$ cat src/rtl/instr_l1_refill_ctrl.sv
// instr_l1_refill_ctrl: I-L1 miss/refill, flush sequencing and hit/miss statistics
module instr_l1_refill_ctrl #(
  parameter int ADDR_SIZE      = 14,
  parameter int WORD_SIZE      = 32,
  parameter int WORDS_PER_LINE = 8,
  parameter int CNT_BITS       = 16
) (
  input  logic                 clk,
  input  logic                 reset_n,
  input  logic                 cpu_req,
  input  logic [ADDR_SIZE-1:0] cpu_addr,
  output logic                 cpu_ready,
  output logic [WORD_SIZE-1:0] cpu_instr,
  input  logic                 flush,
  output logic                 cache_reset,
  output logic                 cache_we,
  output logic [ADDR_SIZE-1:0] cache_addr,
  output logic [WORD_SIZE-1:0] cache_data,
  input  logic                 cache_hit,
  input  logic [WORD_SIZE-1:0] cache_dout,
  output logic                 mem_req,
  output logic [ADDR_SIZE-1:0] mem_addr,
  input  logic                 mem_ack,
  input  logic                 mem_rvalid,
  input  logic [WORD_SIZE-1:0] mem_rdata,
  input  logic                 stats_clr,
  output logic [CNT_BITS-1:0]  hit_cnt,
  output logic [CNT_BITS-1:0]  miss_cnt
);
  localparam int OFF_BITS = $clog2(WORDS_PER_LINE);

  typedef enum logic [2:0] {IDLE, REQ, FILL, DONE, FLUSH} state_t;

  state_t                r_state;
  logic [ADDR_SIZE-1:0]  r_line;
  logic [OFF_BITS-1:0]   r_beat;
  logic                  r_pend;
  logic                  r_mem_req;
  logic                  r_cache_reset;
  logic [CNT_BITS-1:0]   r_hit_cnt;
  logic [CNT_BITS-1:0]   r_miss_cnt;
  logic                  w_idle;
  logic                  w_fill;
  logic                  w_miss;
  logic                  w_last;

  assign w_idle = r_state == IDLE;
  assign w_fill = r_state == FILL;
  assign w_miss = w_idle & ~flush & cpu_req & ~cache_hit;
  assign w_last = r_beat == OFF_BITS'(WORDS_PER_LINE - 1);

  assign cpu_ready   = w_idle & cpu_req & cache_hit & ~flush;
  assign cpu_instr   = w_idle ? cache_dout : '0;
  assign cache_addr  = w_idle ? cpu_addr : w_fill ? (r_line | ADDR_SIZE'(r_beat)) : '0;
  assign cache_we    = w_fill & mem_rvalid;
  assign cache_data  = w_fill ? mem_rdata : '0;
  assign mem_req     = r_mem_req;
  assign mem_addr    = r_mem_req ? r_line : '0;
  assign cache_reset = r_cache_reset;
  assign hit_cnt     = r_hit_cnt;
  assign miss_cnt    = r_miss_cnt;

  always_ff @(posedge clk or negedge reset_n) begin
    if (!reset_n) begin
      r_state       <= IDLE;
      r_line        <= '0;
      r_beat        <= '0;
      r_pend        <= 1'b0;
      r_mem_req     <= 1'b0;
      r_cache_reset <= 1'b0;
    end else begin
      // a flush seen mid-refill is parked until the line is complete
      r_pend <= (r_state != FLUSH) & (r_pend | (flush & ~w_idle));
      case (r_state)
        IDLE: begin
          if (flush) begin
            r_state       <= FLUSH;
            r_cache_reset <= 1'b1;
          end else if (w_miss) begin
            r_state   <= REQ;
            r_line    <= {cpu_addr[ADDR_SIZE-1:OFF_BITS], {OFF_BITS{1'b0}}};
            r_beat    <= '0;
            r_mem_req <= 1'b1;
          end
        end
        REQ: begin
          if (mem_ack) begin
            r_state   <= FILL;
            r_mem_req <= 1'b0;
          end
        end
        FILL: begin
          if (mem_rvalid) begin
            r_beat <= r_beat + OFF_BITS'(1);
            if (w_last) r_state <= DONE;
          end
        end
        DONE: begin
          if (r_pend | flush) begin
            r_state       <= FLUSH;
            r_cache_reset <= 1'b1;
          end else begin
            r_state <= IDLE;
          end
        end
        FLUSH: begin
          r_state       <= IDLE;
          r_cache_reset <= 1'b0;
        end
        default: r_state <= IDLE;
      endcase
    end
  end

  always_ff @(posedge clk or negedge reset_n) begin
    if (!reset_n) begin
      r_hit_cnt  <= '0;
      r_miss_cnt <= '0;
    end else if (stats_clr) begin
      r_hit_cnt  <= '0;
      r_miss_cnt <= '0;
    end else begin
      if (cpu_ready & ~&r_hit_cnt) r_hit_cnt <= r_hit_cnt + CNT_BITS'(1);
      if (w_miss & ~&r_miss_cnt) r_miss_cnt <= r_miss_cnt + CNT_BITS'(1);
    end
  end
endmodule

$ cat config.mk
export PLATFORM = sky130hd
export DESIGN_NAME = instr_l1_refill_ctrl
export DESIGN_NICKNAME = d
export VERILOG_FILES = /design/src/rtl/instr_l1_refill_ctrl.sv
export SDC_FILE = /design/constraint.sdc
export NUM_CORES = 1
export LEC_CHECK = 0
export CAP_MARGIN = 40
export CELL_PAD_IN_SITES_DETAIL_PLACEMENT = 1
export CELL_PAD_IN_SITES_GLOBAL_PLACEMENT = 1
export CORE_ASPECT_RATIO = 2
export CORE_MARGIN = 1
export CORE_UTILIZATION = 28
export DETAILED_ROUTE_END_ITERATION = 8
export PLACE_DENSITY = 0.89
export RECOVER_POWER = 50
export SYNTH_ARGS = -nofsm -noshare
export SYNTH_HDL_FRONTEND = slang
export SYNTH_SLANG_ARGS = --single-unit
$ cat constraint.sdc
create_clock -name clk -period 3.3 [get_ports clk]
set_clock_uncertainty 0.05 [all_clocks]
set_input_delay 0.33 -clock clk [delete_from_list [all_inputs] [get_ports clk]]
set_output_delay 0.33 -clock clk [all_outputs]
set_load 0.02 [all_outputs]
==> summary.md <==
| Metric | Value |
|---|---|
| Status | `completed` |
| Final setup fails | `0` |
| Slew margin rel. | `0.2048` |
| Clk network pwr share | `0.195` |
| Vias | `approximately 4000` |
| Hold crit path type | `reg -> reg` |
| Die Ht | `~160 um` |
| Buffers on Ports | `between 200 and 250` |
| CP cell instances | `or3_1, or2_0, inv_1, clkdlybuf4s50_1` |
| R2R Setup Slk | `between 0.6 and 0.7 ns` |
| Reg2Reg Capture Point | `hit_cnt[11]` |
| Clock tree buffer depth | `2` |
| Comb pwr share | `0.580` |
| Sequential share of power | `0.225` |
| Layout cells sized above 1 | `0.05437` |
| Fin. max-slew vios | `0` |
| CP required | `2.92 ns` |
| Sw frac | `0.4064` |
| Top sig layer | `met4` |
| WL met2 | `7872 um` |
| CP endpoint kind | `output port` |
| # diodes | `0` |
| Critical path origin | `r_state[2]` |
| Post-CTS sizing | `0` |
| Synthesis Warnings | `0` |
| Mapped Area | `around 3400 um2` |
| CTS sink cnt | `52` |
| Final min period | `~3.1 ns` |
| I/O pin count | `214` |
| Postcts setup bufs | `0` |
| Power per Cell Area | `~670 nW/um2` |
| Post-Syn Instances | `around 400` |
| CP peak stage delay | `0.65 ns` |
| Mux contribution to synthesized area | `0.04262` |
| Die width | `~80 um` |
| Leak | `about 2.5 nW` |
| Worst-Margin Slew | `between 1 and 1.5 ns` |
| Area delta synth->final | `71.15%` |
| XOR/XNOR share of the synthesized area | `0` |
| Fmax | `roughly 330 MHz` |
| Worst Setup Path Type | `reg -> out` |
| CTS tree | `yes` |
| Total die area | `12740 um2` |
| Register area share after synthesis | `0.3789` |
| Psw | `1.593 mW` |
| Largest family of logic cells by synthesized area | `simple AND/OR/NAND/NOR gates` |
| Hold slack | `~0.44 ns` |
| CP max FO | `20` |
| Routed WL | `roughly 14000 um` |
| VDD IR-drop max | `~0.00044 V` |
| Avg Vias per Cell | `5.188` |
| Prevailing post-synth register cell | `dfrtp_1` |
| Reg2reg path depth | `4` |
| Root Driver | `clkbuf_16` |
| H-tree levels | `2` |
| Synth Area in Simple Gates | `0.3843` |
| WL per Instance | `approximately 19 um` |
| Grt total ovfl | `0` |
| Routability cong. | `0.8793` |
| Unrepaired setup endpoints after global routing | `no` |
| Max cap viols | `0` |
| Wl on met1 | `4969 um` |
| Async S/R FF share, synth | `1.000` |
| RR Startpoint | `r_state[2]` |
| Post-synthesis adder-cell area fraction | `0.01457` |
| Nets | `696` |
| Starting Density | `0.2900` |
| Row count | `between 50 and 60` |
| Clock-pin slew on the worst setup and hold paths | `approximately 0.070 ns` |
| Synth cell types | `40` |
| Final hold vios | `0` |
| Vias in the first global route | `between 4000 and 5000` |
| Worst path slowest cell | `clkdlybuf4s50_1` |
| Fin crit share | `0.9320` |
| Wire length on met3 | `roughly 800 um` |
| DRT Pass-1 Iters | `4` |
| Remaining DRCs | `0` |
| First-pass GRT wire length | `between 20000 and 25000 um` |
| Syn avg cell area | `approximately 8.5 um2` |
| Worst setup path endpoint | `cpu_ready` |
| Worst skew pair latency | `0.30 ns` |
| P_int | `roughly 2.3 mW` |
| Number of routed nets with antenna violations | `0` |
| Setup_tns | `0 ns` |
| TritonCTS Buffers | `5` |
| GRT Total Usage | `0.2217` |
| Startpoint type of the worst setup path | `flip-flop` |
| Initial DRC count | `~170` |
| Dpl hpwl | `between 10000 and 15000 um` |
| Flops & latches, synth | `52` |
| Core footprint | `between 10000 and 15000 um2` |
| EDFF count, synth | `0` |
| FILL cells | `between 1000 and 1500` |
| Initial antenna violation count | `0` |
| Arr. time, crit path | `between 2 and 3 ns` |
| Largest net degree at the start of global routing | `49` |
| Synth Area in Compound Gates | `0.1344` |
kinds of logic (layout without fill, tap and decap cells):
group | Yosys count | in the layout
AOI/OAI and AO/OA | 67 | 67
adders and majority gates | 4 | 4
buffers and inverters | 35 | 234
DFF | 52 | 52
muxes | 13 | 13
other | 1 | 3
and+or+nand+nor | 234 | 234
sequential cells by signal, summed over array words and instances (netlist names):
signal       cells
hit_cnt         16
miss_cnt        16
r_line          11
r_beat           3
r_state          3
cache_reset      1
mem_req          1
r_pend           1
placed cells by master (no fill, tap or decap), drive strengths merged, types with 3 or more instances in the layout:
cell type,netlist,routed
nand2,49,49
clkbuf,24,9
dfrtp,52,52
dlygate4sd3,0,47
nor3b,3,3
o31ai,12,12
conb,1,3
or3,4,4
nand4,11,11
nor4,14,14
nand3,13,13
and4,3,3
bufinv,0,3
buf,5,6
ha,4,4
and3,3,3
a22o,16,16
mux2,13,13
nor2,19,19
a21oi,21,21
nor3,3,3
nor2b,14,14
and2,77,77
or4,15,15
clkdlybuf4s50,0,163
o21ai,8,8
inv,6,6
metrics by stage:
step | std cells | util | setup slack (ns) | cell area (um2) | power (mW)
after floorplan | 408 | - | 1.147 | 3442 | 2.058
after global placement | 743 | 0.4793 | 0.6532 | 5675 | 3.172
after detailed placement | 743 | 0.4793 | 0.4555 | 5675 | 3.226
after CTS | 752 | 0.4983 | 0.3069 | 5901 | 4.011
after global routing | 752 | 0.4964 | 0.1352 | 5878 | 4.122
final | 752 | 0.4964 | 0.2244 | 5878 | 3.919
layer usage:
layer | global-route usage | up-vias
met5 | 0 | -
met4 | 0.07313 | 0
met3 | 0.04470 | 22
met2 | 0.4253 | 154
met1 | 0.2339 | 1889
li1 | - | 1836
power groups by stage:
stage | sequential (mW) | combinational [mW] | clock (mW)
6_report | 0.883 | 2.27 | 0.765
2_1_floorplan | 0.836 | 1.22 | 0
3_3_place_gp | 0.887 | 2.29 | 0
5_1_grt | 0.904 | 2.42 | 0.797
4_1_cts | 0.888 | 2.35 | 0.775
3_5_place_dp | 0.898 | 2.33 | 0
worst max-delay path: cells and delay by family (launching register included):
kind	cells	cell delay [ns]
buf+inv	2	0.86
flops	1	0.49
simple gates	2	1.05
Yosys cell counts (2+ instances only):
cell type / number / area share
o31ai_1: 12 / 0.026
buf_4: 3 / 0.0066
dfrtp_1: 52 / 0.38
nand2_1: 49 / 0.054
mux2_2: 13 / 0.043
nand4_1: 11 / 0.020
nor2_1: 19 / 0.021
and3_1: 3 / 0.0055
nor3_1: 3 / 0.0044
clkbuf_1: 24 / 0.026
nor4b_1: 2 / 0.0051
inv_1: 6 / 0.0066
nor3b_1: 3 / 0.0066
o21a_1: 2 / 0.0044
a22o_1: 16 / 0.041
nand3_1: 13 / 0.019
nor4_1: 14 / 0.025
nand3b_1: 2 / 0.0044
a21oi_1: 21 / 0.031
and2_1: 77 / 0.14
or4_1: 14 / 0.031
nor2b_1: 14 / 0.025
o21ai_0: 8 / 0.012
o41ai_1: 2 / 0.0051
ha_1: 4 / 0.015
or3_1: 3 / 0.0055
and4_1: 3 / 0.0077
cell type report:
class                      count  area (um2)  share of cell area
clock buffer                   5       125.1             0.02129
clock inverter                 3       90.09             0.01533
timing repair buffer         220        2163              0.3680
tap                          145       181.4             0.03086
multi-input combinational    321        1994              0.3393
sequential                    52        1301              0.2214
inverter                       6       22.52            0.003831
worst min path at each step:
stage	startpoint	to	slack, ns	cells past startpoint
floorplan	reset_n	cache_reset	-0.02	0
global placement	reset_n	hit_cnt[9]	0.28	1
detailed placement	reset_n	miss_cnt[11]	0.27	1
CTS	r_line[5]	r_line[5]	0.45	2
global route	r_line[8]	r_line[8]	0.48	2
finish	r_line[5]	r_line[5]	0.44	2
what timing repair did:
| item | in CTS | in global routing |
|---|---|---|
| hold endpoints to repair | 20 | 0 |
| hold buffers | 1 | 0 |
| setup endpoints to repair | 0 | 0 |
No activity file was read; power rests on OpenSTA's default activity.
==> variant (same flow settings) <==
Make the reset (`reset_n`) synchronous in 2 clocked blocks.
--- a/src/rtl/instr_l1_refill_ctrl.sv
+++ b/src/rtl/instr_l1_refill_ctrl.sv
@@ -62,3 +62,3 @@
 
-  always_ff @(posedge clk or negedge reset_n) begin
+  always_ff @(posedge clk) begin
     if (!reset_n) begin
@@ -114,3 +114,3 @@
 
-  always_ff @(posedge clk or negedge reset_n) begin
+  always_ff @(posedge clk) begin
     if (!reset_n) begin
Check against the original RTL: differs if reset_n is asserted again (counterexample within 4 cycles, from zero or initial values and one cycle with reset_n low); with reset_n held inactive, the same outputs for 4 cycles.
==> variant against the original RTL <==
Worst hold slack lost 0.0072 ns. Synthesized area shrank 3.8%. Count of clock-buffer cells in the layout is the same. Cell area shrank 4.3%. Sequential cell count is the same. Worst setup slack gained 0.15 ns. Wire length grew 9.0%. Sequential share of layout area shrank 3.6 points. Core utilization shrank 0.37 points. Highest routed layer unchanged.
Power is not compared: it rests on default switching activity, and its combinational part moved more than twofold at a synthesized area within 25%.
==> variant: results (changes against the original RTL) <==
| Metric | Value |
|---|---|
| Status | completed |
| Ys Warns | 0 (unchanged) |
| Initial antenna violation count | 1 (+1) |
| Fillers | 1387 (+2.0%) |
| First-pass GRT wire length | 22.8 mm (+5.8%) |
| Pleak | between 2 and 2.5 nW |
| Vias in the first global route | 4409 (+4.8%) |
| Seq. cell area | 1040 um2 (-20%) |
| Sequential area share after synthesis | 0.315 (-0.0638) |
| R2r setup slk | 0.41 ns (-0.26 ns) |
| Post-synthesis cell count | 414 (+2.0%) |
| GRT Util Overall | 0.244 (+0.0223) |
| Peak Freq | 341 MHz (+5.0%) |
| Via/cell ratio | 5.46 (+5.2%) |
| Met3 Usage GRT | 0.0626 (+0.0179) |
| Largest net degree at the start of global routing | 50 (+2.0%) |
| CP Max Fanout | 49 (+150%) |
| Clock-pin transition on the worst setup and hold timing paths | 0.07 ns (about the same) |
| Drt initial violations | 189 (+12%) |
| Slowest stage cell, crit path | dfxtp_1 |
| Cell Area, Placed | 5500 um2 (-3.1%) |
| Inst Count DP | 743 (unchanged) |
| GP Congestion | 0.860 (-2.2%) |
| Share of layout cells above drive strength 1 | 0.0345 (-0.0199) |
| CP arrival | 2.55 ns (-0.15 ns) |
| Clock Tree Buf Depth | 2 (unchanged) |
| CTS H-tree lvls | 2 (unchanged) |
| Met2 usage | 0.473 (+0.0476) |
| Asr flop ratio synth | 0 (-1.00) |
| Pre-CTS WS | 0.652 ns (+0.196 ns) |
| Crit path largest cell delay | 0.64 ns |
| Switch share | 0.270 |
| Root Driver | clkbuf_16 |
| Hold_ws | 0.437 ns (-0.00717 ns) |
| Detailed Routing Iterations Pass 1 | 6 (+2) |
| Post-synth top flop | dfxtp_1 |
| Synth top cells by count | 78 x and2_1, 52 x dfxtp_1, 43 x nand2_1 |
| M1 GR Usage | 0.235 (+0.000928) |
| NumNets Final | 698 (+0.29%) |
| Peak supply drop | 0.000213 V |
| Count of cell types in the netlist | 54 (+35%) |
| Synth top area cells | dfxtp_1 32%, and2_1 15%, nand2_1 4.9% |
| Dpl hpwl | 12.0 mm (+8.1%) |
| WL/cell | 20.2 um (+9.0%) |
| Slew HR | 0.127 (-0.0782) |
==> variant: cells by family (layout without fill, tap and decap cells) <==
logic type               after synthesis  in the layout  share of synthesized area
flip-flops                            52             52                      0.315
AND/OR/NAND/NOR                      224            224                      0.413
adder cells (fa/ha/maj)                4              4                     0.0151
AO/OA/AOI/OAI                         97             97                      0.203
buffers and inverters                 34            227                     0.0466
other                                  1              4                    0.00113
multiplexers                           2              2                    0.00606
==> variant: layer usage <==
layer | vias to the layer above | routed length [um]
li1 | 1898 | -
met1 | 1974 | 5230
met2 | 205 | 8230
met3 | 28 | 1240
met4 | 0 | 497
met5 | - | 0
==> variant: critical path: cells and delay by family (launching register included) <==
family	cells	cell delay, ns
buffers and inverters	3	1.12
flip-flops	1	0.64
AND/OR/NAND/NOR	2	0.48
==> variant: power by group through the flow <==
stage / registers [W] / logic, W / clock network (W)
final: 0.000650 / 0.000424 / 0.000601
after global placement: 0.000664 / 0.000421 / 0
after floorplan: 0.000659 / 0.000182 / 0
after detailed placement: 0.000665 / 0.000428 / 0
after CTS: 0.000651 / 0.000433 / 0.000614
after global routing: 0.000652 / 0.000447 / 0.000635
==> variant: worst paths after layout <==
path	startpoint	end	depth (start not counted)
worst max-delay path	r_state[1]	cache_we	5
worst min-delay path	r_line[12]	r_line[12]	2
worst max register to register	r_state[1]	miss_cnt[0]	4
worst min register to register	r_line[12]	r_line[12]	2
==> variant: final cells by class <==
class	instances	area share
timing repair buffer	215	0.380
multi-input combinational	330	0.370
sequential	52	0.185
tap	142	0.0316
clock buffer	5	0.0222
clock inverter	3	0.00756
inverter	4	0.00267
antenna	1	0.000445
